`src/rtl/conv_encode_if.sv`:
```
// Bit-in / symbol-out handshake bundle for the rate-1/2 convolutional encoder.
// The master modport is the side that drives the bits; slave is the encoder.
interface conv_encode_if;
    logic        in_valid;
    logic        in_ready;
    logic        in_bit;
    logic        in_last;
    logic        out_valid;
    logic        out_ready;
    logic [1:0]  data_out;
    logic        frame_done;
    logic [15:0] sym_cnt;

    modport master (
        output in_valid, in_bit, in_last, out_ready,
        input  in_ready, out_valid, data_out, frame_done, sym_cnt
    );

    modport slave (
        input  in_valid, in_bit, in_last, out_ready,
        output in_ready, out_valid, data_out, frame_done, sym_cnt
    );
endinterface

```
`src/rtl/conv_encode.sv`:
```
// Rate-1/2, K=3 convolutional encoder with a registered symbol output and
// an automatic two-symbol zero tail that returns the trellis to state 00.
//
// state    | meaning
// ---------+----------------------------------------------------------
// ST_IDLE  | between frames; next accepted bit starts a new frame
// ST_DATA  | inside a frame, accepting information bits
// ST_TAIL1 | last bit taken; loading first zero tail symbol
// ST_TAIL2 | loading second zero tail symbol; frame_done on load
module conv_encode #(
    parameter logic [2:0] G0 = 3'b111,
    parameter logic [2:0] G1 = 3'b101
) (
    input  logic         clk,
    input  logic         rst_n,
    conv_encode_if.slave bus
);
    typedef enum logic [1:0] {ST_IDLE, ST_DATA, ST_TAIL1, ST_TAIL2} state_e;

    state_e      state_q, state_d;
    logic        s1_q, s1_d;
    logic        s2_q, s2_d;
    logic        out_valid_q, out_valid_d;
    logic        frame_done_q, frame_done_d;
    logic [1:0]  data_q, data_d;
    logic [15:0] sym_cnt_q, sym_cnt_d;

    logic        slot_free;
    logic        in_ready;
    logic        accept;
    logic        tail_load;
    logic        load;
    logic        u;
    logic [2:0]  taps;

    always_comb begin
        slot_free    = !out_valid_q || bus.out_ready;
        // Held low during reset even though the output slot looks free.
        in_ready     = rst_n && slot_free && (state_q == ST_IDLE || state_q == ST_DATA);
        accept       = bus.in_valid && in_ready;
        tail_load    = slot_free && (state_q == ST_TAIL1 || state_q == ST_TAIL2);
        load         = accept || tail_load;
        u            = accept && bus.in_bit;
        taps         = {u, s1_q, s2_q};

        state_d      = state_q;
        s1_d         = s1_q;
        s2_d         = s2_q;
        out_valid_d  = out_valid_q;
        data_d       = data_q;
        sym_cnt_d    = sym_cnt_q;
        frame_done_d = 1'b0;

        if (load) begin
            data_d      = {^(taps & G0), ^(taps & G1)};
            out_valid_d = 1'b1;
            s1_d        = u;
            s2_d        = s1_q;
            sym_cnt_d   = (state_q == ST_IDLE) ? 16'd1 : sym_cnt_q + 16'd1;
        end else if (bus.out_ready) begin
            out_valid_d = 1'b0;
            data_d      = 2'b00;
        end

        case (state_q)
            ST_IDLE, ST_DATA: begin
                if (accept) begin
                    state_d = bus.in_last ? ST_TAIL1 : ST_DATA;
                end
            end
            ST_TAIL1: begin
                if (tail_load) begin
                    state_d = ST_TAIL2;
                end
            end
            ST_TAIL2: begin
                if (tail_load) begin
                    state_d      = ST_IDLE;
                    frame_done_d = 1'b1;
                end
            end
            default: state_d = ST_IDLE;
        endcase
    end

    always_ff @(posedge clk or negedge rst_n) begin
        if (!rst_n) begin
            state_q      <= ST_IDLE;
            s1_q         <= 1'b0;
            s2_q         <= 1'b0;
            out_valid_q  <= 1'b0;
            frame_done_q <= 1'b0;
            data_q       <= 2'b00;
            sym_cnt_q    <= 16'd0;
        end else begin
            state_q      <= state_d;
            s1_q         <= s1_d;
            s2_q         <= s2_d;
            out_valid_q  <= out_valid_d;
            frame_done_q <= frame_done_d;
            data_q       <= data_d;
            sym_cnt_q    <= sym_cnt_d;
        end
    end

    assign bus.in_ready   = in_ready;
    assign bus.out_valid  = out_valid_q;
    assign bus.data_out   = out_valid_q ? data_q : 2'b00;
    assign bus.frame_done = frame_done_q;
    assign bus.sym_cnt    = sym_cnt_q;
endmodule

```
`src/flat_wrapper.sv`:
```
// flat-port wrapper written by rule: the top's interface ports become plain ports
module conv_encode_flat 
#(
    parameter logic [2:0] G0 = 3'b111,
    parameter logic [2:0] G1 = 3'b101
)
  (clk, rst_n, bus_in_valid, bus_in_bit, bus_in_last, bus_out_ready, bus_in_ready, bus_out_valid, bus_data_out, bus_frame_done, bus_sym_cnt);
  conv_encode_if bus_i ();
  input  logic clk;
  input  logic rst_n;
  input wire logic [$bits(bus_i.in_valid)-1:0] bus_in_valid;
  input wire logic [$bits(bus_i.in_bit)-1:0] bus_in_bit;
  input wire logic [$bits(bus_i.in_last)-1:0] bus_in_last;
  input wire logic [$bits(bus_i.out_ready)-1:0] bus_out_ready;
  output wire logic [$bits(bus_i.in_ready)-1:0] bus_in_ready;
  output wire logic [$bits(bus_i.out_valid)-1:0] bus_out_valid;
  output wire logic [$bits(bus_i.data_out)-1:0] bus_data_out;
  output wire logic [$bits(bus_i.frame_done)-1:0] bus_frame_done;
  output wire logic [$bits(bus_i.sym_cnt)-1:0] bus_sym_cnt;
  assign bus_i.in_valid = bus_in_valid;
  assign bus_i.in_bit = bus_in_bit;
  assign bus_i.in_last = bus_in_last;
  assign bus_i.out_ready = bus_out_ready;
  assign bus_in_ready = bus_i.in_ready;
  assign bus_out_valid = bus_i.out_valid;
  assign bus_data_out = bus_i.data_out;
  assign bus_frame_done = bus_i.frame_done;
  assign bus_sym_cnt = bus_i.sym_cnt;
  conv_encode #(.G0(G0), .G1(G1)) u_core (.clk(clk), .rst_n(rst_n), .bus(bus_i));
endmodule
```
`config.mk`:
```
export PLATFORM = sky130hd
export DESIGN_NAME = conv_encode_flat
export DESIGN_NICKNAME = d
export VERILOG_FILES = /design/src/rtl/conv_encode_if.sv /design/src/rtl/conv_encode.sv /design/src/flat_wrapper.sv
export SDC_FILE = /design/constraint.sdc
export NUM_CORES = 1
export LEC_CHECK = 0
export CELL_PAD_IN_SITES_DETAIL_PLACEMENT = 2
export CELL_PAD_IN_SITES_GLOBAL_PLACEMENT = 2
export CORE_UTILIZATION = 37
export DETAILED_ROUTE_END_ITERATION = 12
export DONT_BUFFER_PORTS = 1
export PLACE_DENSITY = 0.78
export RECOVER_POWER = 25
export SYNTH_ARGS = -nofsm -noshare
export SYNTH_HDL_FRONTEND = slang
export SYNTH_SLANG_ARGS = --single-unit
```
`constraint.sdc`:
```
create_clock -name clk -period 2.4 [get_ports clk]
set_input_delay 0.48 -clock clk [delete_from_list [all_inputs] [get_ports clk]]
set_output_delay 0.48 -clock clk [all_outputs]
set_load 0.03 [all_outputs]
```
==> impl_metrics.xml <==
<?xml version="1.0" encoding="UTF-8"?>
<metrics>
  <group name="logic_synthesis">
    <metric name="ys_seq_elements" unit="">24</metric>
    <metric name="synth_sequential_area_ratio" unit="%">48.78</metric>
    <metric name="synthAdderAreaFrac" unit="%">1.016</metric>
    <metric name="synthesized_instance_count" unit="">123</metric>
    <metric name="mux_contribution_to_synthesized_area" unit="%">2.744</metric>
    <metric name="synth_enable_flop_cells" unit="">0</metric>
    <metric name="synth_top_area_cell" unit="">sky130_fd_sc_hd__dfrtp_1</metric>
    <metric name="synth_commonest_cells" unit="">sky130_fd_sc_hd__dfrtp_1, sky130_fd_sc_hd__o21ai_0, sky130_fd_sc_hd__a21oi_1, sky130_fd_sc_hd__nand2_1, sky130_fd_sc_hd__nor2_1</metric>
    <metric name="synth_compound_gate_area_share" unit="%">12.70</metric>
    <metric name="synth_simple_gate_area_share" unit="%">25.30</metric>
    <metric name="synth.area.top_cells" unit="">sky130_fd_sc_hd__dfrtp_1, sky130_fd_sc_hd__o21ai_0, sky130_fd_sc_hd__xor2_1</metric>
    <metric name="postSynthNetCount" unit="">130</metric>
    <metric name="combinational_family_with_the_most_area_after_synthesis" unit="">simple AND/OR/NAND/NOR gates</metric>
    <metric name="synth_area" unit="sq um">1231</metric>
    <metric name="number_of_warnings_issued_by_yosys" unit="">0</metric>
    <metric name="synth.avg_cell_area" unit="sq um">10.01</metric>
    <metric name="ys_async_sr_fraction" unit="%">100.0</metric>
    <metric name="yosys.area_share.xor_xnor" unit="%">6.402</metric>
    <metric name="ys_types" unit="">33</metric>
    <metric name="most_common_cell_in_the_synthesized_netlist" unit="">sky130_fd_sc_hd__dfrtp_1</metric>
    <metric name="synth_flop_cell" unit="">sky130_fd_sc_hd__dfrtp_1</metric>
    <metric name="yosysTopAreaCellShare" unit="%">48.78</metric>
  </group>
  <group name="power">
    <metric name="combinationalPowerShare" unit="%">30.0</metric>
    <metric name="power.clock.fraction" unit="%">20.4</metric>
    <metric name="seq_power_share" unit="%">49.7</metric>
    <metric name="ir_drop" unit="mV">0.5711</metric>
    <metric name="power_report.internal_total" unit="uW">839.2</metric>
    <metric name="netSwitchingPower" unit="uW">597.6</metric>
    <metric name="power_density" unit="nW/um^2">1040</metric>
    <metric name="power_switching_share" unit="%">41.59</metric>
    <metric name="cellLeakagePower" unit="uW">0.0005804</metric>
  </group>
  <group name="run">
    <metric name="max_cap_violations" unit="">0</metric>
  </group>
  <group name="worst_hold_path">
    <metric name="min-delay-path-class" unit="">in -&gt; reg</metric>
  </group>
  <group name="floorplanning">
    <metric name="io_pins" unit="">27</metric>
    <metric name="initial_utilization" unit="%">39.68</metric>
    <metric name="core.rowCount" unit="">20</metric>
    <metric name="fp.dieArea" unit="sq um">3562</metric>
    <metric name="core_area" unit="sq um">3103</metric>
    <metric name="die_h" unit="microns">59.69</metric>
    <metric name="die_width" unit="microns">59.69</metric>
  </group>
  <group name="setup_path">
    <metric name="r2r_start" unit="">u_core.bus.out_valid$_DFFE_PN0P_</metric>
    <metric name="worstSetupPathType" unit="">reg -&gt; out</metric>
    <metric name="worst_ep_arrival_time" unit="ns">1.67</metric>
    <metric name="critical_path.startpoint" unit="">u_core.bus.out_valid$_DFFE_PN0P_</metric>
    <metric name="rr_endpoint" unit="">u_core.bus.sym_cnt[9]$_DFFE_PN0P_</metric>
    <metric name="worstSetupPathDepth" unit="">4</metric>
    <metric name="cp_top_family" unit="">flip-flops</metric>
    <metric name="slowest_delay" unit="ns">0.59</metric>
    <metric name="end_kind" unit="">primary output</metric>
    <metric name="flop2flop_setup_slack" unit="ns">0.35</metric>
    <metric name="timing.critical_path.fanout_max" unit="">10</metric>
    <metric name="critical-path-slowest-cell" unit="">sky130_fd_sc_hd__dfrtp_1</metric>
    <metric name="critPathLaunchType" unit="">flip-flop</metric>
    <metric name="cp_cell_sequence" unit="">or2b_1, nand2_1, nor2_1, buf_4</metric>
    <metric name="cp_data_required_time" unit="ns">1.92</metric>
    <metric name="worstPathBufferInverterCount" unit="">1</metric>
    <metric name="timing.critical_path.to" unit="">bus_in_ready</metric>
    <metric name="worstRegToRegCells" unit="">4</metric>
  </group>
  <group name="routing">
    <metric name="route.detailed.vias_per_inst" unit="">5.623</metric>
    <metric name="dr.pass1.iters" unit="">4</metric>
    <metric name="detailed_route_drc_error_count" unit="">0</metric>
    <metric name="avgRoutedWirePerCell" unit="microns">18.14</metric>
    <metric name="detailedRoute.firstIterationViolations" unit="">49</metric>
    <metric name="wl" unit="mm">3.175</metric>
    <metric name="drt.antenna.violating_nets" unit="">0</metric>
    <metric name="num_vias" unit="">984</metric>
  </group>
  <group name="global_route">
    <metric name="grt_usage" unit="%">21.04</metric>
    <metric name="grt_first_pass_wirelength" unit="mm">5.589</metric>
    <metric name="vias_in_the_first_global_route" unit="">1166</metric>
    <metric name="grt_max_degree" unit="">25</metric>
    <metric name="antenna_violations_before_repair" unit="">0</metric>
    <metric name="overflow_after_grt" unit="">0</metric>
  </group>
  <group name="cts">
    <metric name="htree_num_levels" unit="">1</metric>
    <metric name="cts_made_buffers" unit="">3</metric>
    <metric name="post_cts_resize_count" unit="">0</metric>
    <metric name="cts_tree" unit="">built</metric>
    <metric name="cts_sinks" unit="">24</metric>
    <metric name="ctsLongestPathBuffers" unit="">2</metric>
    <metric name="worst_skew_pair.late_latency" unit="ns">0.32</metric>
    <metric name="post_cts_buffers" unit="">0</metric>
    <metric name="cts-root-buf" unit="">sky130_fd_sc_hd__clkbuf_4</metric>
    <metric name="hold_buffers" unit="">2</metric>
    <metric name="path_clk_slew" unit="ns">0.14</metric>
  </group>
  <group name="timing">
    <metric name="report.final.setup_viol" unit="">0</metric>
    <metric name="finalSetupTns" unit="ns">0</metric>
    <metric name="fin_crit_sh" unit="%">89.40</metric>
    <metric name="timing.fmax" unit="MHz">466.1</metric>
    <metric name="rsz_0062_raised_after_global_routing" unit="">false</metric>
    <metric name="hold_viol_final" unit="">0</metric>
    <metric name="period_needed" unit="ns">2.146</metric>
    <metric name="post_route_clock_skew" unit="ns">0.01027</metric>
    <metric name="timing.slew.headroom" unit="%">12.79</metric>
    <metric name="finalMaxSlewViolations" unit="">0</metric>
    <metric name="tightestPinTransition" unit="ns">1.308</metric>
  </group>
  <group name="layout">
    <metric name="multi_input_comb_area" unit="sq um">599.3</metric>
    <metric name="antenna_cells" unit="">0</metric>
    <metric name="area_delta_synth_final" unit="%">12.19</metric>
    <metric name="n_fill_cell" unit="">348</metric>
    <metric name="area.sequential" unit="sq um">600.6</metric>
    <metric name="net_count_of_the_finished_layout" unit="">139</metric>
    <metric name="instances_no_fill" unit="">175</metric>
    <metric name="drive_above_1_share" unit="%">15.27</metric>
  </group>
  <group name="place">
    <metric name="gp_congestion" unit="">0.7798</metric>
    <metric name="io_buffers" unit="">0</metric>
    <metric name="place_hpwl" unit="mm">2.248</metric>
    <metric name="dp_cells" unit="">169</metric>
  </group>
  <group name="status">
    <metric name="status" unit="">completed</metric>
  </group>
</metrics>
metal layers:
metal	vias up	wire length [microns]	share of wire (%)	GRT usage (%)
li1	464	-	-	-
met1	496	1361	43	25.75
met2	22	1623	51	37.30
met3	2	174	5.5	5.844
met4	0	16	0.50	3.322
met5	-	0	0	0
worst min path at each step:
stage	from	end	slack [ns]	cells past startpoint
6_report	rst_n	u_core.bus.out_valid$_DFFE_PN0P_	0.28	2
4_1_cts	rst_n	u_core.bus.out_valid$_DFFE_PN0P_	0.28	2
5_1_grt	rst_n	u_core.bus.out_valid$_DFFE_PN0P_	0.26	2
3_5_place_dp	rst_n	u_core.data_q[1]$_DFFE_PN0P_	0.19	0
2_1_floorplan	rst_n	u_core.bus.frame_done$_DFF_PN0_	0.18	0
3_3_place_gp	rst_n	u_core.data_q[0]$_DFFE_PN0P_	0.19	0
placed cells by master, fill, tap and decap left out, types with 2 or more instances in the layout:
cell type / count
sky130_fd_sc_hd__a21oi_1: 8
sky130_fd_sc_hd__and2_1: 3
sky130_fd_sc_hd__and4_1: 4
sky130_fd_sc_hd__buf_4: 7
sky130_fd_sc_hd__clkbuf_4: 3
sky130_fd_sc_hd__dfrtp_1: 24
sky130_fd_sc_hd__inv_1: 2
sky130_fd_sc_hd__mux2_2: 3
sky130_fd_sc_hd__nand2_1: 8
sky130_fd_sc_hd__nand3_1: 6
sky130_fd_sc_hd__nand3b_1: 2
sky130_fd_sc_hd__nand4_1: 5
sky130_fd_sc_hd__nor2_1: 8
sky130_fd_sc_hd__nor4_1: 2
sky130_fd_sc_hd__o21ai_0: 11
sky130_fd_sc_hd__o31ai_1: 3
sky130_fd_sc_hd__or3_1: 4
sky130_fd_sc_hd__or3_2: 2
sky130_fd_sc_hd__or4_1: 3
sky130_fd_sc_hd__xnor2_1: 4
sky130_fd_sc_hd__xor2_1: 5
metrics by stage:
step | hold slack [ns] | utilization [%] | setup WS, ns | instance area, sq um | power (uW)
global placement | 0.1852 | 42.38 | 0.4469 | 1315 | 1103
CTS | 0.2759 | 45.04 | 0.2439 | 1398 | 1458
finish | 0.2828 | 44.52 | 0.2544 | 1381 | 1437
detailed placement | 0.1851 | 42.38 | 0.3949 | 1315 | 1138
global route | 0.2645 | 44.52 | 0.1295 | 1381 | 1536
floorplan | 0.1844 | - | 0.5392 | 1231 | 1022
power by group through the flow:
stage | logic (uW) | registers [uW] | clock network [uW]
2_1_floorplan | 307 | 715 | 0
3_3_place_gp | 394 | 710 | 0
3_5_place_dp | 420 | 718 | 0
4_1_cts | 444 | 712 | 302
5_1_grt | 485 | 733 | 319
6_report | 431 | 713 | 293
final cells by class:
cell class,count,area share [%]
Multi-Input combinational cell,92,43.39
Tap cell,44,3.986
Clock inverter,1,2.174
Timing Repair Buffer,9,4.801
Clock buffer,3,1.630
Sequential cell,24,43.48
Inverter,2,0.5435
sequential cells by signal (all words and copies together) (netlist names):
signal	cells
u_core.data_q	2
u_core.s2_q	1
u_core.s1_q	1
u_core.bus.frame_done	1
u_core.bus.sym_cnt	16
u_core.state_q	2
u_core.bus.out_valid	1
cells by family (layout without fill, tap and decap cells):
family | count (synthesis) | after routing
AOI/OAI and AO/OA | 26 | 26
xor gates and xnor gates | 9 | 9
adders and majority gates | 1 | 1
buffers and inverters | 7 | 15
DFF | 24 | 24
muxes | 3 | 3
and+or+nand+nor | 53 | 53
(Power assumes the default switching activity.)
